### config.mk
export PLATFORM = sky130hd
export DESIGN_NAME = uart_frame_rx
export DESIGN_NICKNAME = d
export VERILOG_FILES = /design/src/rtl/uart_frame_rx.sv
export SDC_FILE = /design/constraint.sdc
export NUM_CORES = 1
export LEC_CHECK = 0
export ABC_AREA = 1
export CORE_MARGIN = 4
export CORE_UTILIZATION = 35
export DETAILED_ROUTE_END_ITERATION = 6
export MAX_ROUTING_LAYER = met4
export PLACE_DENSITY_LB_ADDON = 0.1
export SYNTH_ARGS = -nofsm -noshare
export SYNTH_HDL_FRONTEND = slang
export SYNTH_SLANG_ARGS = --single-unit
### constraint.sdc
create_clock -name sys_clk -period 2.3 [get_ports sys_clk]
set_clock_uncertainty 0.05 [all_clocks]
set_input_delay 0.23 -clock sys_clk [delete_from_list [all_inputs] [get_ports sys_clk]]
set_output_delay 0.23 -clock sys_clk [all_outputs]
set_load 0.03 [all_outputs]
### src/rtl/uart_frame_rx.sv
`default_nettype none
// +------------------------------------------------------------------------+
// | uart_frame_rx : 8N1 receiver that reassembles 5-byte (40-bit) frames   |
// | Revision      : 1.0                                                    |
// +------------------------------------------------------------------------+
module uart_frame_rx #(
   parameter int BAUD_DIV     = 5208,
   parameter int TIMEOUT_BITS = 20
) (
   input  logic        sys_clk,
   input  logic        rst,
   input  logic        uart_rx,
   output logic [7:0]  rx_byte,
   output logic        byte_valid,
   output logic [39:0] Data,
   output logic        frame_valid,
   output logic        frame_err
);
   localparam int CNT_W    = $clog2(BAUD_DIV);
   localparam int TO_LIMIT = TIMEOUT_BITS * BAUD_DIV;
   localparam int TO_W     = $clog2(TO_LIMIT + 1);
   localparam logic [CNT_W-1:0] C_HALF_LAST = CNT_W'(BAUD_DIV / 2 - 1);
   localparam logic [CNT_W-1:0] C_BIT_LAST  = CNT_W'(BAUD_DIV - 1);
   localparam logic [TO_W-1:0]  C_TO_LAST   = TO_W'(TO_LIMIT);

   typedef enum logic [1:0] {S_IDLE, S_START, S_DATA, S_STOP} state_t;

   state_t            state_q, state_d;
   logic [CNT_W-1:0]  cnt_q, cnt_d;
   logic [2:0]        bit_idx_q, bit_idx_d;
   logic [7:0]        shift_q, shift_d;
   logic              sync1_q, rxs_q, rxs_prev_q;
   logic [7:0]        rx_byte_q;
   logic              byte_valid_q, frame_err_q, frame_valid_q;
   logic [2:0]        byte_idx_q;
   logic [31:0]       shadow_q;
   logic [39:0]       data_q;
   logic [TO_W-1:0]   idle_q;
   logic              byte_done, stop_err, start_det, timeout;

   assign timeout = (idle_q == C_TO_LAST);

   always_comb begin
      state_d   = state_q;
      cnt_d     = cnt_q + CNT_W'(1);
      bit_idx_d = bit_idx_q;
      shift_d   = shift_q;
      byte_done = 1'b0;
      stop_err  = 1'b0;
      start_det = 1'b0;
      unique case (state_q)
         S_IDLE: begin
            cnt_d = '0;
            if (rxs_prev_q && !rxs_q) begin
               start_det = 1'b1;
               state_d   = S_START;
            end
         end
         S_START: begin
            if (cnt_q == C_HALF_LAST) begin
               cnt_d     = '0;
               bit_idx_d = '0;
               state_d   = rxs_q ? S_IDLE : S_DATA;
            end
         end
         S_DATA: begin
            if (cnt_q == C_BIT_LAST) begin
               cnt_d     = '0;
               shift_d   = {rxs_q, shift_q[7:1]};
               bit_idx_d = bit_idx_q + 3'd1;
               if (bit_idx_q == 3'd7) state_d = S_STOP;
            end
         end
         S_STOP: begin
            // Leaving at mid-stop lets a back-to-back start edge be seen in IDLE.
            if (cnt_q == C_BIT_LAST) begin
               cnt_d   = '0;
               state_d = S_IDLE;
               if (rxs_q) byte_done = 1'b1;
               else       stop_err  = 1'b1;
            end
         end
         default: state_d = S_IDLE;
      endcase
   end

   always_ff @(posedge sys_clk) begin
      if (rst) begin
         sync1_q       <= 1'b1;
         rxs_q         <= 1'b1;
         rxs_prev_q    <= 1'b1;
         state_q       <= S_IDLE;
         cnt_q         <= '0;
         bit_idx_q     <= '0;
         shift_q       <= '0;
         rx_byte_q     <= '0;
         byte_valid_q  <= 1'b0;
         frame_err_q   <= 1'b0;
         frame_valid_q <= 1'b0;
         byte_idx_q    <= '0;
         shadow_q      <= '0;
         data_q        <= '0;
         idle_q        <= '0;
      end else begin
         sync1_q       <= uart_rx;
         rxs_q         <= sync1_q;
         rxs_prev_q    <= rxs_q;
         state_q       <= state_d;
         cnt_q         <= cnt_d;
         bit_idx_q     <= bit_idx_d;
         shift_q       <= shift_d;
         byte_valid_q  <= byte_done;
         frame_err_q   <= stop_err;
         frame_valid_q <= 1'b0;
         if (byte_done) rx_byte_q <= shift_q;

         if (state_q != S_IDLE || byte_idx_q == 3'd0 || start_det || timeout)
            idle_q <= '0;
         else
            idle_q <= idle_q + TO_W'(1);

         // Errors and timeouts realign so the next good byte is byte 0.
         if (stop_err || timeout) begin
            byte_idx_q <= '0;
         end else if (byte_valid_q) begin
            if (byte_idx_q == 3'd4) begin
               data_q        <= {rx_byte_q, shadow_q};
               frame_valid_q <= 1'b1;
               byte_idx_q    <= '0;
            end else begin
               shadow_q[{byte_idx_q[1:0], 3'b000} +: 8] <= rx_byte_q;
               byte_idx_q <= byte_idx_q + 3'd1;
            end
         end
      end
   end

   assign rx_byte     = rx_byte_q;
   assign byte_valid  = byte_valid_q;
   assign Data        = data_q;
   assign frame_valid = frame_valid_q;
   assign frame_err   = frame_err_q;
endmodule
`default_nettype wire

==> impl_metrics.tcl <==
set metrics [dict create \
    status "finished clean" \
    max-clock-path-buffers 2 \
    wl_mm 13.6 \
    cts.clk_slew.worst_paths_ns 0.06 \
    mostFrequentLayoutCells "nor2_1 (210), nand2_1 (178), dfxtp_1 (132)" \
    worstMarginPinSlew_ns 0.545 \
    synth-seq-cells 132 \
    ant_nets 0 \
    syn_area_um2 5910 \
    cts_tree "done" \
    critPathMaxFanout 13 \
    post_layout_nonfiller_instances 1161 \
    grt_max_degree 46 \
    gp_congestion 0.844 \
    synth.distinct_cells 39 \
    cap_viol_max_count 0 \
    tns_ns 0 \
    fin_crit_ns 2.01 \
    die_h_um 138 \
    synthFlopType "dfxtp_1" \
    yosysWarningCount 0 \
    fillCellCount 1765 \
    critPathLaunchType "register" \
    viasPerCell 4.39 \
    clock_latency_ns 0.42 \
    avgRoutedWirePerCell_um 11.7 \
    dpl.cell_count 1129 \
    synth_async_sr_flop_share 0 \
    overflow 0 \
    io_buffers 53 \
    grt_pass1_wl_mm 23.3 \
    leakage_nw 3.37 \
    nets 941 \
    pwr_density_cell_nw_per_um2 735 \
    worstSetupPathType "register to register" \
    post-place-ws_ns 0.157 \
    clock_sinks 132 \
    setup_viol 0 \
    antennaDiodeCount 0 \
    fp.dieW_um 138 \
    crit_required_ns 2.61 \
    vias 5095 \
    vdd_drop_max_mv 0.530 \
    drtPass1Iterations 5 \
    grt_use_total 0.159 \
    layout-drive-gt1-share 0.0797 \
    ios 54 \
    hp-class "input port to register" \
    num_rows 47 \
    hold_viol 0 \
    drt_iter0_drc 286 \
    drc 0 \
    htree_levels 4 \
    setup_slack_ns 0.285 \
    cp-end-kind "register" \
    hpwl_mm 9.52 \
    arrival_ns 2.32 \
    slew_headroom 0.636 \
    clock.fmax_mhz 496 \
    area_delta_synth_final_pct 25.4 \
    seq_area_frac_synth 0.447 \
    syn_nets 881 \
    slew_violations 0 \
    initial_core_util 0.356 \
    clock-root-buffer "clkbuf_16" \
    final_common_cell "nor2_1" \
    dieArea_um2 19000 \
    rsz0062_at_grt "no" \
    synthCells 868 \
    postSynthAreaPerCell_um2 6.80 \
    cts_setup_buffers 0 \
    numCtsBuffers 17 \
    grt_antenna_before_repair 0 \
    synth_edf_count 0 \
    grt_pass1_vias 4878 \
    finalCritPeriodShare 0.876 \
    coreArea_um2 16600 \
]
[area by class of cell]
class	instances	area [µm²]	share of cell area
timing repair buffer	70	696	0.0940
tap	220	275	0.0372
multi-input combinational	573	2630	0.355
clock inverter	8	170	0.0230
clock buffer	24	492	0.0664
inverter	134	503	0.0679
sequential	132	2640	0.357
[what timing repair did]
item | CTS | global route
resized for setup | 0 | 1
hold buffers | 0 | 0
endpoints found under the setup margin | 0 | 13
[where the power goes]
group	switching (mW)	internal, mW	total (mW)
Clock	0.999	2.04	3.04
Sequential	0.00749	2.30	2.30
Combinational	0.0690	0.0314	0.100
[kinds of logic after synthesis]
family	synth area share
buffers and inverters	0.110
DFF	0.447
and+or+nand+nor	0.349
adders and majority gates	0.0212
AOI/OAI and AO/OA	0.0621
xor gates and xnor gates	0.0104
[metrics by stage]
step	cell area [µm²]	util	power [mW]	hold slack (ns)
2_1_floorplan	5910	-	2.42	0.284
3_3_place_gp	6740	0.406	2.45	0.353
3_5_place_dp	6740	0.406	2.45	0.351
4_1_cts	7400	0.446	5.53	0.347
5_1_grt	7400	0.447	5.63	0.348
6_report	7400	0.447	5.44	0.355
[path summary, 6_finish.rpt]
kind,start,cells past startpoint,slack (ns),end
max reg2reg,byte_idx_q[1],8,0.29,shadow_q[23]
min reg2reg,sync1_q,1,0.37,rxs_q
max,byte_idx_q[1],8,0.29,shadow_q[23]
min,uart_rx,2,0.36,sync1_q
[registers in the layout, indices dropped and copies added (netlist names), named ones only]
signal and count:
frame_valid 1, state_q 1, rx_byte 8, frame_err 1, cnt_q 13, rxs_q 1
bit_idx_q 3, Data 40, shadow_q 32, shift_q 8, idle_q 17, sync1_q 1
byte_idx_q 3, rxs_prev_q 1, byte_valid 1
[synth_stat cells (2+ instances only)]
cell type	instances	share of area
inv_1	124	0.079
nor4_1	5	0.0053
buf_2	11	0.0093
ha_1	10	0.021
nand2_1	178	0.11
xor2_1	6	0.0089
o21ai_0	20	0.017
inv_2	8	0.0051
a211oi_1	2	0.0025
a21oi_2	3	0.0044
a21oi_1	25	0.021
nand4_1	14	0.015
clkbuf_1	8	0.0051
buf_6	2	0.0038
nand3_2	3	0.0051
nand2_2	3	0.0032
nor3_1	22	0.019
nor2_1	211	0.13
nand3_1	42	0.036
buf_4	2	0.0025
buf_1	6	0.0038
clkinv_1	2	0.0013
dfxtp_1	132	0.45
o21ai_1	9	0.0076
nand4_2	3	0.0064
o21a_1	2	0.0025
or2_2	3	0.0032
[critical path, cell delays in order (launching register included)]
cell	delay [ns]
dfxtp_1	0.40
inv_1	0.08
ha_1	0.42
inv_1	0.24
nor2_1	0.29
inv_1	0.13
nor3_1	0.18
nor2_1	0.07
nor2_1	0.09
[layer usage]
metal,vias to the layer above,global-route usage,routed length (µm)
li1,2790,-,-
met1,2240,0.211,7030
met2,53,0.238,6050
met3,12,0.0403,389
met4,0,0.0538,164
met5,-,-,0
(Power assumes the default switching activity.)
